File: config.mk
export PLATFORM = sky130hd
export DESIGN_NAME = axi_stream_conv_pipe
export DESIGN_NICKNAME = d
export VERILOG_FILES = /design/src/rtl/axi_conv_pkg.sv /design/src/rtl/axi_stream_conv_pipe_fifo.sv /design/src/rtl/axi_stream_conv_pipe.sv
export SDC_FILE = /design/constraint.sdc
export NUM_CORES = 1
export LEC_CHECK = 0
export ABC_AREA = 1
export CORE_ASPECT_RATIO = 1.75
export CORE_MARGIN = 1
export CORE_UTILIZATION = 45
export DETAILED_ROUTE_END_ITERATION = 6
export PLACE_DENSITY = 0.65
export SYNTH_ARGS = -nofsm -noshare
export SYNTH_HDL_FRONTEND = slang
export SYNTH_SLANG_ARGS = --single-unit
File: constraint.sdc
create_clock -name i_clk -period 8.12 [get_ports i_clk]
set_input_delay 1.218 -clock i_clk [delete_from_list [all_inputs] [get_ports i_clk]]
set_output_delay 1.218 -clock i_clk [all_outputs]
set_load 0.01 [all_outputs]
File: src/rtl/axi_conv_pkg.sv
// ---------------------------------------------------------------------------
// axi_conv_pkg
// Shared definitions for the convolution stream blocks:
//   NB_PIXEL_DEF / NB_LANES_DEF : default pixel width and lanes per beat
//   DATA_WIDTH_DEF              : default beat width (NB_LANES_DEF*NB_PIXEL_DEF)
//   beat_t                      : {tlast, data} beat at the default geometry
//   lane_slice()                : extracts pixel lane k from a default-width beat
// ---------------------------------------------------------------------------
package axi_conv_pkg;

    localparam int NB_PIXEL_DEF   = 8;
    localparam int NB_LANES_DEF   = 4;
    localparam int DATA_WIDTH_DEF = NB_LANES_DEF * NB_PIXEL_DEF;

    typedef struct packed {
        logic                      tlast;
        logic [DATA_WIDTH_DEF-1:0] data;
    } beat_t;

    // Lane k occupies bits [k*NB_PIXEL +: NB_PIXEL]
    function automatic logic [NB_PIXEL_DEF-1:0] lane_slice(
        input logic [DATA_WIDTH_DEF-1:0] data,
        input int unsigned               k
    );
        return data[k*NB_PIXEL_DEF +: NB_PIXEL_DEF];
    endfunction

endpackage

File: src/rtl/axi_stream_conv_pipe_fifo.sv
// ---------------------------------------------------------------------------
// conv_out_fifo
// Synchronous first-word-fall-through FIFO; the head entry is always visible
// on dout while not empty.
// Ports:
//   i_clk, i_reset : clock, synchronous active-high reset (pointers/count)
//   push, din      : write request and data (accepted when not full, or when
//                    a pop frees a slot in the same cycle)
//   pop            : consume head entry (ignored when empty)
//   dout           : head entry
//   empty, full    : status
//   count          : occupancy, $clog2(DEPTH+1) bits
// ---------------------------------------------------------------------------
module conv_out_fifo #(
    parameter int WIDTH = 33,
    parameter int DEPTH = 8
) (
    input  logic                       i_clk,
    input  logic                       i_reset,
    input  logic                       push,
    input  logic                       pop,
    input  logic [WIDTH-1:0]           din,
    output logic [WIDTH-1:0]           dout,
    output logic                       empty,
    output logic                       full,
    output logic [$clog2(DEPTH+1)-1:0] count
);
    localparam int AW = (DEPTH > 1) ? $clog2(DEPTH) : 1;
    localparam int CW = $clog2(DEPTH+1);

    logic [WIDTH-1:0] mem_q [DEPTH];
    logic [AW-1:0]    wr_ptr_q, rd_ptr_q;
    logic [CW-1:0]    count_q;
    logic             do_push, do_pop;

    // Pointers wrap modulo DEPTH, which need not be a power of two
    function automatic logic [AW-1:0] ptr_inc(input logic [AW-1:0] p);
        return (p == AW'(DEPTH-1)) ? '0 : p + AW'(1);
    endfunction

    assign empty   = (count_q == '0);
    assign full    = (count_q == CW'(DEPTH));
    assign do_pop  = pop & ~empty;
    // At full a simultaneous pop frees the slot being written
    assign do_push = push & (~full | do_pop);

    always_ff @(posedge i_clk) begin
        if (i_reset) begin
            wr_ptr_q <= '0;
            rd_ptr_q <= '0;
            count_q  <= '0;
        end else begin
            if (do_push) wr_ptr_q <= ptr_inc(wr_ptr_q);
            if (do_pop)  rd_ptr_q <= ptr_inc(rd_ptr_q);
            case ({do_push, do_pop})
                2'b10:   count_q <= count_q + CW'(1);
                2'b01:   count_q <= count_q - CW'(1);
                default: count_q <= count_q;
            endcase
        end
    end

    // Storage is not reset; only entries behind the pointers are ever read
    always_ff @(posedge i_clk) begin
        if (do_push) mem_q[wr_ptr_q] <= din;
    end

    assign dout  = mem_q[rd_ptr_q];
    assign count = count_q;

endmodule

File: src/rtl/axi_stream_conv_pipe.sv
// ---------------------------------------------------------------------------
// axi_stream_conv_pipe
// AXI-Stream shell around a fixed-latency, non-stallable convolution engine.
// Credits (free result slots) gate s_axis_tready so every beat sent to the
// engine is guaranteed a place in the output FIFO when its result returns.
// Ports:
//   i_clk, i_reset                   : clock, synchronous active-high reset
//   s_axis_t{valid,data,last,ready}  : input stream
//   m_axis_t{valid,data,last,ready}  : output stream (results + delayed tlast)
//   o_eng_valid, o_eng_data          : registered beat issued to the engine
//   i_eng_data                       : engine result, ENG_LATENCY after issue
//   o_frame_err                      : sticky frame-length error
// Optional build macro CONV_FRAME_CHECK_EN adds the frame-length checker;
// without it o_frame_err is constant 0.
// ---------------------------------------------------------------------------
module axi_stream_conv_pipe
    import axi_conv_pkg::*;
#(
    parameter int NB_PIXEL    = NB_PIXEL_DEF,
    parameter int NB_LANES    = NB_LANES_DEF,
    parameter int DATA_WIDTH  = NB_LANES * NB_PIXEL,
    parameter int ENG_LATENCY = 4,
    parameter int FIFO_DEPTH  = 8,
    parameter int FRAME_BEATS = 10000
) (
    input  logic                  i_clk,
    input  logic                  i_reset,
    input  logic                  s_axis_tvalid,
    input  logic [DATA_WIDTH-1:0] s_axis_tdata,
    input  logic                  s_axis_tlast,
    output logic                  s_axis_tready,
    output logic                  m_axis_tvalid,
    output logic [DATA_WIDTH-1:0] m_axis_tdata,
    output logic                  m_axis_tlast,
    input  logic                  m_axis_tready,
    output logic                  o_eng_valid,
    output logic [DATA_WIDTH-1:0] o_eng_data,
    input  logic [DATA_WIDTH-1:0] i_eng_data,
    output logic                  o_frame_err
);
    localparam int CW = $clog2(FIFO_DEPTH+1);

    if (ENG_LATENCY < 1) begin : g_bad_latency
        $error("ENG_LATENCY must be >= 1");
    end
    if (FIFO_DEPTH < ENG_LATENCY + 2) begin : g_bad_depth
        $error("FIFO_DEPTH must be >= ENG_LATENCY+2");
    end
    if (FRAME_BEATS < 1) begin : g_bad_frame
        $error("FRAME_BEATS must be >= 1");
    end

    logic                  accept, pop;
    logic [CW-1:0]         credits_q, credits_d;
    logic                  eng_valid_q, eng_last_q;
    logic [DATA_WIDTH-1:0] eng_data_q;
    logic [ENG_LATENCY:1]  vld_pipe_q, last_pipe_q;
    logic                  fifo_empty, fifo_full;
    logic [CW-1:0]         fifo_count;
    logic [DATA_WIDTH:0]   fifo_dout;
    logic                  unused_fifo_status;

    assign accept = s_axis_tvalid & s_axis_tready;
    assign pop    = m_axis_tvalid & m_axis_tready;

    // Credits = FIFO slots not yet claimed by a buffered or in-flight beat
    always_comb begin
        credits_d = credits_q;
        case ({accept, pop})
            2'b10:   credits_d = credits_q - CW'(1);
            2'b01:   credits_d = credits_q + CW'(1);
            default: credits_d = credits_q;
        endcase
    end

    always_ff @(posedge i_clk) begin
        if (i_reset) credits_q <= CW'(FIFO_DEPTH);
        else         credits_q <= credits_d;
    end

    assign s_axis_tready = (credits_q != '0);

    // Engine issue register; tlast rides along in eng_last_q
    always_ff @(posedge i_clk) begin
        if (i_reset) begin
            eng_valid_q <= 1'b0;
            eng_data_q  <= '0;
            eng_last_q  <= 1'b0;
        end else begin
            eng_valid_q <= accept;
            if (accept) begin
                eng_data_q <= s_axis_tdata;
                eng_last_q <= s_axis_tlast;
            end
        end
    end

    assign o_eng_valid = eng_valid_q;
    assign o_eng_data  = eng_data_q;

    // Delay line matching the engine latency; stage ENG_LATENCY lines up
    // with the cycle i_eng_data carries the result for that beat
    always_ff @(posedge i_clk) begin
        if (i_reset) begin
            vld_pipe_q  <= '0;
            last_pipe_q <= '0;
        end else begin
            vld_pipe_q[1]  <= eng_valid_q;
            last_pipe_q[1] <= eng_last_q;
            for (int k = 2; k <= ENG_LATENCY; k++) begin
                vld_pipe_q[k]  <= vld_pipe_q[k-1];
                last_pipe_q[k] <= last_pipe_q[k-1];
            end
        end
    end

    conv_out_fifo #(
        .WIDTH (DATA_WIDTH + 1),
        .DEPTH (FIFO_DEPTH)
    ) u_out_fifo (
        .i_clk   (i_clk),
        .i_reset (i_reset),
        .push    (vld_pipe_q[ENG_LATENCY]),
        .pop     (m_axis_tready),
        .din     ({last_pipe_q[ENG_LATENCY], i_eng_data}),
        .dout    (fifo_dout),
        .empty   (fifo_empty),
        .full    (fifo_full),
        .count   (fifo_count)
    );

    // Credits already prevent overflow, so the status outputs go unused here
    assign unused_fifo_status = &{1'b0, fifo_full, fifo_count};

    assign m_axis_tvalid = ~fifo_empty;
    assign m_axis_tdata  = fifo_dout[DATA_WIDTH-1:0];
    // Qualified so tlast reads 0 while nothing is presented (FIFO storage
    // itself is not reset)
    assign m_axis_tlast  = ~fifo_empty & fifo_dout[DATA_WIDTH];

`ifdef CONV_FRAME_CHECK_EN
    localparam int FCW = (FRAME_BEATS > 1) ? $clog2(FRAME_BEATS) : 1;

    logic [FCW-1:0] frame_cnt_q, frame_cnt_d;
    logic           frame_err_q, frame_err_d;
    logic           at_end;

    assign at_end = (frame_cnt_q == FCW'(FRAME_BEATS-1));

    // Error when tlast and the final-beat position disagree; either one
    // starts a new frame count
    always_comb begin
        frame_cnt_d = frame_cnt_q;
        frame_err_d = frame_err_q;
        if (accept) begin
            frame_cnt_d = (s_axis_tlast | at_end) ? '0 : frame_cnt_q + FCW'(1);
            if (s_axis_tlast != at_end) frame_err_d = 1'b1;
        end
    end

    always_ff @(posedge i_clk) begin
        if (i_reset) begin
            frame_cnt_q <= '0;
            frame_err_q <= 1'b0;
        end else begin
            frame_cnt_q <= frame_cnt_d;
            frame_err_q <= frame_err_d;
        end
    end

    assign o_frame_err = frame_err_q;
`else
    assign o_frame_err = 1'b0;
`endif

endmodule
==> results.sh <==
export IMPL_synth_ff_type="edfxtp_1"
export IMPL_drtPass1Iterations=5
export IMPL_fp_row_count=80
export IMPL_crit_path_end_kind="output port"
export IMPL_hpwl_um=14740
export IMPL_synth_seq_area_share=0.7204
export IMPL_power_density_mw_per_mm2=290.4
export IMPL_setup_violations=0
export IMPL_path_clk_slew_ps=70
export IMPL_cts_buffers=27
export IMPL_start_kind="register"
export IMPL_crit_arrival_ps=3360
export IMPL_cts_root_buf="clkbuf_16"
export IMPL_synth_commonest_cells="edfxtp_1 (264), nor2_1 (237), nand2_1 (122), o21ai_0 (107), o21ai_1 (67)"
export IMPL_hp_class="register to register"
export IMPL_ctsLongestPathBuffers=3
export IMPL_period_share=0.5635
export IMPL_gr_usage_all_layers=0.1878
export IMPL_die_area_sq_mm=0.02880
export IMPL_fin_skew_ps=14.56
export IMPL_synth_edf_count=264
export IMPL_tightest_slew_ps=1113
export IMPL_power_mw=4.379
export IMPL_wl_per_cell_um=16.87
export IMPL_pin_count=138
export IMPL_wl_um=26210
export IMPL_grt_pass1_wl_um=41540
export IMPL_syn_avg_cell_area_sq_um=12.08
export IMPL_max_slew_margin_rel=0.2582
export IMPL_cts_tree="yes"
export IMPL_grt_pass1_vias=8103
export IMPL_ant_nets=0
export IMPL_netlist_area_sq_mm=0.01264
export IMPL_p_clk_frac=0.278
export IMPL_clock_latency_ps=530
export IMPL_htree_num_levels=1
export IMPL_synth_area_top_cells="edfxtp_1 (63%), dfxtp_1 (9.3%), nor2_1 (7.0%)"
export IMPL_p_int_mw=3.059
export IMPL_setup_tns_ps=0
export IMPL_grt_setup_unrepaired="no"
export IMPL_ctsHoldBuffers=0
export IMPL_final_layout_size_suffix_gt1_frac=0.05579
export IMPL_yosysMostFrequentCell="edfxtp_1"
export IMPL_post_cts_resized=0
export IMPL_synth_seq_cells=323
export IMPL_maxCapViolCount=0
export IMPL_drt_iter0_drc=629
export IMPL_ys_warnings_count=0
export IMPL_fin_util=0.5498
export IMPL_overflow=0
export IMPL_coreArea_sq_mm=0.02743
export IMPL_p_switching_mw=1.320
export IMPL_layout_setup_ws_ps=3544
export IMPL_syn_to_final_growth_pct=19.26
export IMPL_fp_dieW_um=128.7
export IMPL_p_seq_frac=0.442
export IMPL_holdWs_ps=402.7
export IMPL_vdd_drop_max_mv=0.1877
export IMPL_cp_max_fo=82
export IMPL_status="finished, final reports clean"
export IMPL_fin_nets=1245
export IMPL_post_cts_buffers=0
export IMPL_gp_congestion=0.7154
export IMPL_synth_area_leader_cell="edfxtp_1"
export IMPL_fmax_mhz=218.5
export IMPL_drcViolationCount=0
export IMPL_synth_cell_type_count=30
export IMPL_required_ps=6900
export IMPL_min_period_ps=4576
export IMPL_dieHeight_um=223.7
export IMPL_numPortBuffers=136
export IMPL_start_util=0.4610
export IMPL_pre_cts_ws_ps=4057
export IMPL_grt_antenna_before_repair=1
export IMPL_syn_nets=1127
export IMPL_p_sw_frac=0.3014
export IMPL_synth_cells=1047
export IMPL_p_comb_frac=0.279
export IMPL_synth_top_cell_area_share=0.6270
export IMPL_via_per_inst=5.159
export IMPL_drv_slew=0
export IMPL_async_flop_share=0
export IMPL_dr_total_vias=8012
export IMPL_grt_max_degree=101
export IMPL_hold_viol=0
export IMPL_cts_num_sinks=323
export IMPL_critPathKind="register to output port"
export IMPL_leakagePower_nw=5.227
[state kept, by name, summed over array words and instances, names as in the netlist, 3 cells and up, named ones only]
name and count:
credits_q 4, last_pipe_q 4, o_eng_data 32, u_out_fifo.count 4
u_out_fifo.mem_q 264, u_out_fifo.rd_ptr_q 3, u_out_fifo.wr_ptr_q 3, vld_pipe_q 4
[path summary, 6_finish.rpt]
check / slack (ps) / to / cells past startpoint / start
setup reg to reg: 5630 / u_out_fifo.mem_q[7][20] / 7 / u_out_fifo.count[0]
hold / removal: 400 / last_pipe_q[4] / 2 / last_pipe_q[3]
setup / recovery: 3540 / m_axis_tdata[29] / 8 / register
hold reg to reg: 400 / last_pipe_q[4] / 2 / last_pipe_q[3]
[per-layer routing]
metal	global-route usage	routed length, um
met5	0	0
met4	0.06831	680
met3	0.03535	1811
met2	0.3395	13560
met1	0.2183	10150
[stage by stage]
step                      instances  instance area (sq um)
after floorplan                1047                  12640
after global placement         1505                  14260
after detailed placement       1505                  14260
after CTS                      1552                  15080
after global routing           1552                  15080
final                          1553                  15080
[power groups by stage]
| stage | logic, mW | registers (mW) | clock network, mW |
|---|---|---|---|
| floorplan | 0.819 | 1.93 | 0 |
| global placement | 1.23 | 1.97 | 0 |
| detailed placement | 1.24 | 1.97 | 0 |
| CTS | 1.25 | 1.94 | 1.24 |
| global route | 1.38 | 1.95 | 1.30 |
| finish | 1.22 | 1.94 | 1.22 |
[area by class of cell]
class	instances	area (sq um)
antenna	1	2.502
clock buffer	33	698.2
clock inverter	14	118.9
fill	2326	12350
inverter	31	118.9
multi-input combinational	634	3110
sequential	323	9116
tap	369	461.7
timing repair buffer	148	1451
[cell usage in the layout (no fill, tap or decap), types with 2 or more instances in the layout]
master and n:
edfxtp_1 264, nor2_1 229, clkdlybuf4s50_1 136, nand2_1 122, o21ai_0 107, o21ai_1 67
dfxtp_1 57, o22ai_1 33, mux2i_1 32, inv_1 28, clkbuf_16 27, buf_4 12
ha_1 10, nor2_4 8, a21oi_1 8, clkbuf_1 6, nand3_1 5, clkinv_2 5
xnor2_1 4, clkinvlp_2 3, clkinv_1 3, inv_2 2, xor2_1 2, dfxtp_4 2
bufinv_16 2
[critical path: stages, from the launching register on]
cell and delay [ps]:
dfxtp_4 750, buf_4 840, nor2_1 110, nor2_1 120, o21ai_1 70, o21ai_1 110
nand2_1 100, nand2_1 110, clkdlybuf4s50_1 550
[kinds of logic after synthesis]
| group | synth area share |
|---|---|
| AOI/OAI and AO/OA | 0.09005 |
| xor gates and xnor gates | 0.004156 |
| adders and majority gates | 0.01148 |
| buffers and inverters | 0.03830 |
| DFF | 0.7204 |
| muxes | 0.02533 |
| other | 0.0002966 |
| and+or+nand+nor | 0.1099 |
Note: power is estimated with default switching activity, not from simulation.
